===== src/rtl/s2p3_pack.sv =====
// Serial-to-3-parallel packer: gathers three consecutive accepted samples into
// one block on x3k/x3k1/x3k2 with valid/ready handshakes on both sides.
module s2p3_pack #(
    parameter int DW = 16,
    parameter int CW = 16
) (
    input  logic          clk,
    input  logic          rst,
    input  logic          sync,
    input  logic [DW-1:0] din,
    input  logic          in_valid,
    output logic          in_ready,
    output logic [DW-1:0] x3k,
    output logic [DW-1:0] x3k1,
    output logic [DW-1:0] x3k2,
    output logic          out_valid,
    input  logic          out_ready,
    output logic [CW-1:0] blk_cnt
);

    typedef enum logic [1:0] {PH0, PH1, PH2} phase_t;

    phase_t        phase, phase_nx;
    logic [DW-1:0] hold0, hold1;
    logic          accept, deliver, load;

    always_ff @(posedge clk or posedge rst) begin
        if (rst) phase <= PH0;
        else     phase <= phase_nx;
    end

    // sync restarts the phase; a sample accepted alongside it becomes lane 0
    always_comb begin
        in_ready = !((phase == PH2) && out_valid && !out_ready);
        accept   = in_valid && in_ready;
        deliver  = out_valid && out_ready;
        load     = accept && (phase == PH2) && !sync;
        phase_nx = phase;
        if (sync) begin
            phase_nx = accept ? PH1 : PH0;
        end else if (accept) begin
            case (phase)
                PH0:     phase_nx = PH1;
                PH1:     phase_nx = PH2;
                default: phase_nx = PH0;
            endcase
        end
    end

    always_ff @(posedge clk or posedge rst) begin
        if (rst) begin
            hold0     <= '0;
            hold1     <= '0;
            x3k       <= '0;
            x3k1      <= '0;
            x3k2      <= '0;
            out_valid <= 1'b0;
            blk_cnt   <= '0;
        end else begin
            if (accept && (sync || phase == PH0)) hold0 <= din;
            else if (accept && phase == PH1)      hold1 <= din;

            if (load) begin
                x3k  <= hold0;
                x3k1 <= hold1;
                x3k2 <= din;
            end

            if (load)         out_valid <= 1'b1;
            else if (deliver) out_valid <= 1'b0;

            if (deliver) blk_cnt <= blk_cnt + 1'b1;
        end
    end

endmodule


===== config.mk =====
export PLATFORM = sky130hd
export DESIGN_NAME = s2p3_pack
export DESIGN_NICKNAME = d
export VERILOG_FILES = /design/src/rtl/s2p3_pack.sv
export SDC_FILE = /design/constraint.sdc
export NUM_CORES = 1
export LEC_CHECK = 0
export BUFFER_PORTS_ARGS = -buffer_cell sky130_fd_sc_hd__buf_2
export CORE_UTILIZATION = 45
export DETAILED_ROUTE_END_ITERATION = 8
export PLACE_DENSITY = 0.76
export SLEW_MARGIN = 20
export SYNTH_ARGS = -nofsm -noshare
export SYNTH_HDL_FRONTEND = slang
export SYNTH_SLANG_ARGS = --single-unit

===== constraint.sdc =====
create_clock -name clk -period 3.73 [get_ports clk]
set_input_delay 0.1865 -clock clk [delete_from_list [all_inputs] [get_ports clk]]
set_output_delay 0.1865 -clock clk [all_outputs]
set_load 0.02 [all_outputs]

---- Yosys cells after proc, flatten, opt, wreduce, memory -nomap -nowiden ----
Index checks and enable logic that the tools add are counted.
word-level totals
  word-level logic and storage cells ...... 34
  flip-flop bits (word level) ............. 99
  input port bits ......................... 21
operators by class
  bitwise operators ....................... 1
  multiplexer cells ....................... 6
  eq/ne operators ......................... 2
  add/subtract/negate cells ............... 1
  reductions and logical operators ........ 16
operators by type and width
  kind                     number
  $add A16 B1 Y16 const B  1
  $logic_and A1 B1 Y1      8
  $mux W2                  2
  $pmux W2 S2              1
  $reduce_bool A2 Y1       2
  $logic_not A1 Y1         3
  $mux W1                  3
  $eq A2 B1 Y1 const B     1
  $eq A2 B2 Y1 const B     1
  $logic_not A2 Y1         1
  $reduce_and A2 Y1        1
  $logic_or A1 B1 Y1       1
  $not A1 Y1               1

---- Logic depth before layout (Yosys ltp) ----
  depth in word-level cells ............... 8
  gate-level depth with buffers ........... 5

---- Least setup slack after synthesis ----
Ideal clock, no wire load.
  path type ............................... reg2reg
  from .................................... register out_valid
  to ...................................... register hold0[0]
  buffers on the path ..................... 1
  setup time .............................. 0.125 ns
  arrival time ............................ 1.551 ns
  period minus slack after synthesis ...... 1.676 ns
  stages on the path, launching flop included .. 6
  slack ................................... 2.054 ns
  cells stage by stage .................... dfrtp_1 > nand2b_1 > o21ai_0 > a21oi_2 > buf_6 > mux2_2
between the ends
  cells in the longest elaborated chain, start to end .. 5
ends and longest elaborated chain
  element                            RTL line  source
  from (decl)                        16        output logic out_valid,
  from (signal assigned)             57        out_valid <= 1'b0;
  from (signal assigned)             69        if (load) out_valid <= 1'b1;
  from (signal assigned)             70        else if (deliver) out_valid <= 1'b0;
  $logic_and A1 B1 Y1 (2 in series)  34        in_ready = !((phase == PH2) && out_valid && !out_ready);
  $logic_not A1 Y1                   34
  $logic_and A1 B1 Y1                35        accept = in_valid && in_ready;
  $logic_and A1 B1 Y1                60        if (accept && (sync || phase == PH0)) hold0 <= din;
  to (signal assigned)               60
  to (decl)                          24        logic [DW-1:0] hold0, hold1;
No other way between the ends.
A chain may end at the register's enable or synchronous reset.

---- Final worst setup path ----
  from .................................... register phase[0]
  to ...................................... register x3k[13]
between the ends
  cells in the longest elaborated chain, start to end .. 7
ends and longest elaborated chain
  element                              RTL line  source
  from (decl)                          23        phase_t phase, phase_nx;
  from (signal assigned)               29        else phase <= phase_nx;
  $eq A2 B2 Y1 *                       34, 37
  $logic_and A1 B1 Y1 (2 in series)    34
  $logic_not A1 Y1                     34
  $logic_and A1 B1 Y1                  35
  $logic_and A1 B1 Y1 * (2 in series)  37        load = accept && (phase == PH2) && !sync;
  to (signal assigned)                 64        x3k <= hold0;
  to (decl)                            13        output logic [DW-1:0] x3k,
Mark *: on every way between the ends. The rest lies on a longest branch, timed or not.

==> out/summary.log <==
qor: routing.antenna_left 0
qor: routing.vias 2273
qor: global_routing.grt.total_usage 17.1%
qor: timing.report.final.hold_viol_count 39
qor: setup_path.arrival 2.63 ns
qor: clock_tree.maximum_level_of_the_cts_h_tree 3
qor: power_and_ir_drop.switching_share 31.2%
qor: setup_path.timing.reg2reg.worst_path_depth 4
qor: placement.place_hpwl 4650 um
qor: power_and_ir_drop.static-leakage-power 2.30 nW
qor: placement.gpl.final_weighted_congestion 0.747
qor: setup_path.cp-end-kind flop
qor: synthesis.synth.yosys.warnings 0
qor: timing.fin_crit 2.39 ns
qor: clock_tree.cts_buffers 9
qor: global_routing.initial_antenna_violation_count 0
qor: clock_tree.clock-sinks 99
qor: clock_tree.cts-root-buf clkbuf_8
qor: routing.viasPerCell 5.10
qor: setup_path.critical_path.reg2reg.startpoint phase[0]
qor: global_routing.gr-total-overflow 0
qor: status.status finished, violations left
qor: hold_path.worst_hold_path_type in2async
qor: timing.final.period_utilization 64.0%
qor: clock_tree.hold_buffers 0
qor: synthesis.synth_top_family_by_area multiplexers
qor: setup_path.critical_path.reg2reg.endpoint x3k[13]
qor: synthesis.synth_seq_cells 99
qor: synthesis.synth_compound_area_share 0.820%
qor: timing.slew_violations 0
qor: run.timing.max_cap.violations 0
qor: power_and_ir_drop.power_per_cell_area 656 nW/um2
qor: power_and_ir_drop.power.sequential.fraction 49.4%
qor: clock_tree.path_clk_slew 0.09 ns
qor: timing.layout_setup_ws 1.34 ns
qor: global_routing.grt_first_pass_wirelength 11300 um
qor: routing.drt_wl_total 6950 um
qor: power_and_ir_drop.power.share.clock 24.6%
qor: placement.placement.io_buffers 86
qor: timing.clock_skew 0.00723 ns
qor: setup_path.timing.critical_path.fanout_max 31
qor: floorplanning.die-area 8850 um2
qor: global_routing.grt_start_max_net_pins 68
qor: synthesis.synth-edff-count 0
qor: setup_path.reg2reg_setup_slack 1.34 ns
qor: timing.max-slew-margin-rel 31.6%
qor: floorplanning.die_width 94.1 um
qor: setup_path.worst-setup-path-type reg2reg
qor: timing.finalSetupViolCount 0
qor: synthesis.synthMostInstantiatedCell dfrtp_1
qor: synthesis.async_sr_flop_fraction 100%
qor: routing.detail_route.drc_violations 0
qor: clock_tree.cts_repair_resize_count 0
qor: synthesis.synth_top_area_cell dfrtp_1
qor: setup_path.worst_ep_required_time 3.97 ns
qor: timing.rsz_0062_raised_after_global_routing false
qor: layout.antenna_cells 0
qor: floorplanning.ioPinCount 87
qor: clock_tree.clockBufferDepth 2
qor: power_and_ir_drop.internal_power 2.07 mW
qor: timing.worst_pin_slew 1.02 ns
qor: routing.drt_pre_antenna_iters 4
qor: synthesis.postSynth.topFlopCell dfrtp_1
qor: timing.timing.setup.tns 0 ns
qor: clock_tree.cts_post_setup_buffers_inserted 0
qor: placement.dpl.cell_count 430
qor: synthesis.yosysSeqAreaShare 64.9%
qor: clock_tree.cts_tree built
qor: synthesis.synth_largest_type_area_fraction 64.9%
qor: power_and_ir_drop.peak_vdd_ir 0.000351 V
qor: synthesis.synthXorXnorAreaFrac 3.44%
qor: routing.drt_first_iter_violations 58
qor: floorplanning.core_area 8220 um2
qor: power_and_ir_drop.switchingPower 938 uW
qor: global_routing.first_global_vias 2272
qor: routing.wire_per_inst 15.6 um
qor: placement.placement.setup.worst_slack 1.34 ns
qor: floorplanning.fp-row-count 33
qor: floorplanning.initial_utilization 46.4%
qor: layout.num-nets-final 358
qor: synthesis.netlist-cell-type-count 23
qor: power_and_ir_drop.finalPower 3.01 mW
qor: synthesis.yosys.area_share.simple 4.79%
qor: layout.final_cell_count_no_fill 446
qor: setup_path.startpoint_type flop
qor: timing.worst_slack_on_hold_paths -0.0161 ns
qor: layout.layout.cell_area.non_filler 4590 um2
qor: synthesis.synth.top_cells.by_count dfrtp_1 (99), mux2_2 (81), xnor2_1 (11), nand2_1 (7), nand3_1 (7)
qor: synthesis.syn_area_per_cell 15.7 um2
qor: layout.post-route-util 55.8%
qor: layout.proportion_of_layout_cells_with_a_drive_suffix_above_1 56.6%
qor: synthesis.synth_area 3820 um2
qor: synthesis.syn-num-nets 265
qor: power_and_ir_drop.power.combinational.fraction 26.1%
qor: status.failed_checks hold timing
qor: placement.post_dp_cell_area 4360 um2
qor: synthesis.syn_inst 243
qor: synthesis.synthMuxAreaShare 23.9%
qor: layout.synthToLayoutAreaGrowth 20.2%
qor: timing.max_clock_freq 419 MHz
qor: floorplanning.die_height 94.1 um
qor: synthesis.synth_fa_ha_area_share 0.328%
qor: clock_tree.clock_network_latency_to_the_later_pin_of_the_worst_skew_pair 0.36 ns
qor: synthesis.synth_area_leaders dfrtp_1 (65%), mux2_2 (24%), xnor2_1 (2.5%)
==> power groups by stage <==
stage | combinational, mW | clock, mW | sequential [mW]
floorplan | 0.282 | 0 | 1.72
global placement | 0.777 | 0 | 1.49
detailed placement | 0.795 | 0 | 1.51
CTS | 0.797 | 0.761 | 1.49
global route | 0.845 | 0.809 | 1.52
finish | 0.785 | 0.739 | 1.48
==> worst max-delay path by stage <==
stage                     startpoint          to  cells after the start
after global routing        phase[0]     x3k[13]                      4
after floorplan                  rst  blk_cnt[0]                      1
after CTS                   phase[0]     x3k[13]                      4
final                       phase[0]     x3k[13]                      4
after global placement      phase[0]    x3k2[12]                      4
after detailed placement    phase[0]     x3k[13]                      4
==> cells by family after synthesis <==
logic type                 after synthesis
buffers and inverters                   11
and+or+nand+nor                         32
DFF                                     99
AOI/OAI and AO/OA                        4
muxes                                   81
xor gates and xnor gates                15
adders and majority gates                1
==> layer usage <==
layer  share of wire [%]  up-vias  global-route usage [%]
met5                   0        -                       0
met4                 1.5        0                    6.54
met3                 7.2       10                    5.66
met2                  47       79                    26.7
met1                  44     1152                    22.1
li1                    -     1032                       -
==> placed cells by master (no fill, tap or decap), drive strengths merged, types with 4 or more instances in the layout <==
cell,netlist,layout
buf,7,89
clkbuf,0,10
dfrtp,99,99
inv,4,5
mux2,81,81
nand2,7,7
nand3,7,7
nand4,4,4
nor2,5,5
xnor2,11,11
xor2,4,4
==> registers in the layout (all words and copies together), names as in the netlist <==
name and count:
out_valid 1, blk_cnt 16, hold0 16, hold1 16
x3k1 16, phase 2, x3k2 16, x3k 16
==> area by class of cell <==
cell class              count  area, um2
multi-input cells         133       1280
clock inverters             6       88.8
repair buffers             89        465
flip-flops and latches     99       2480
well taps                 105        131
fillers                   703       3630
clock buffers              10        128
inverters                   4       17.5
==> critical path, cell delays in order, from the launching register on <==
cell and delay [ns]:
dfrtp_1 0.43, and2b_2 0.24, nand4_1 0.80, buf_12 0.50
mux2_2 0.29
(Power assumes the default switching activity.)
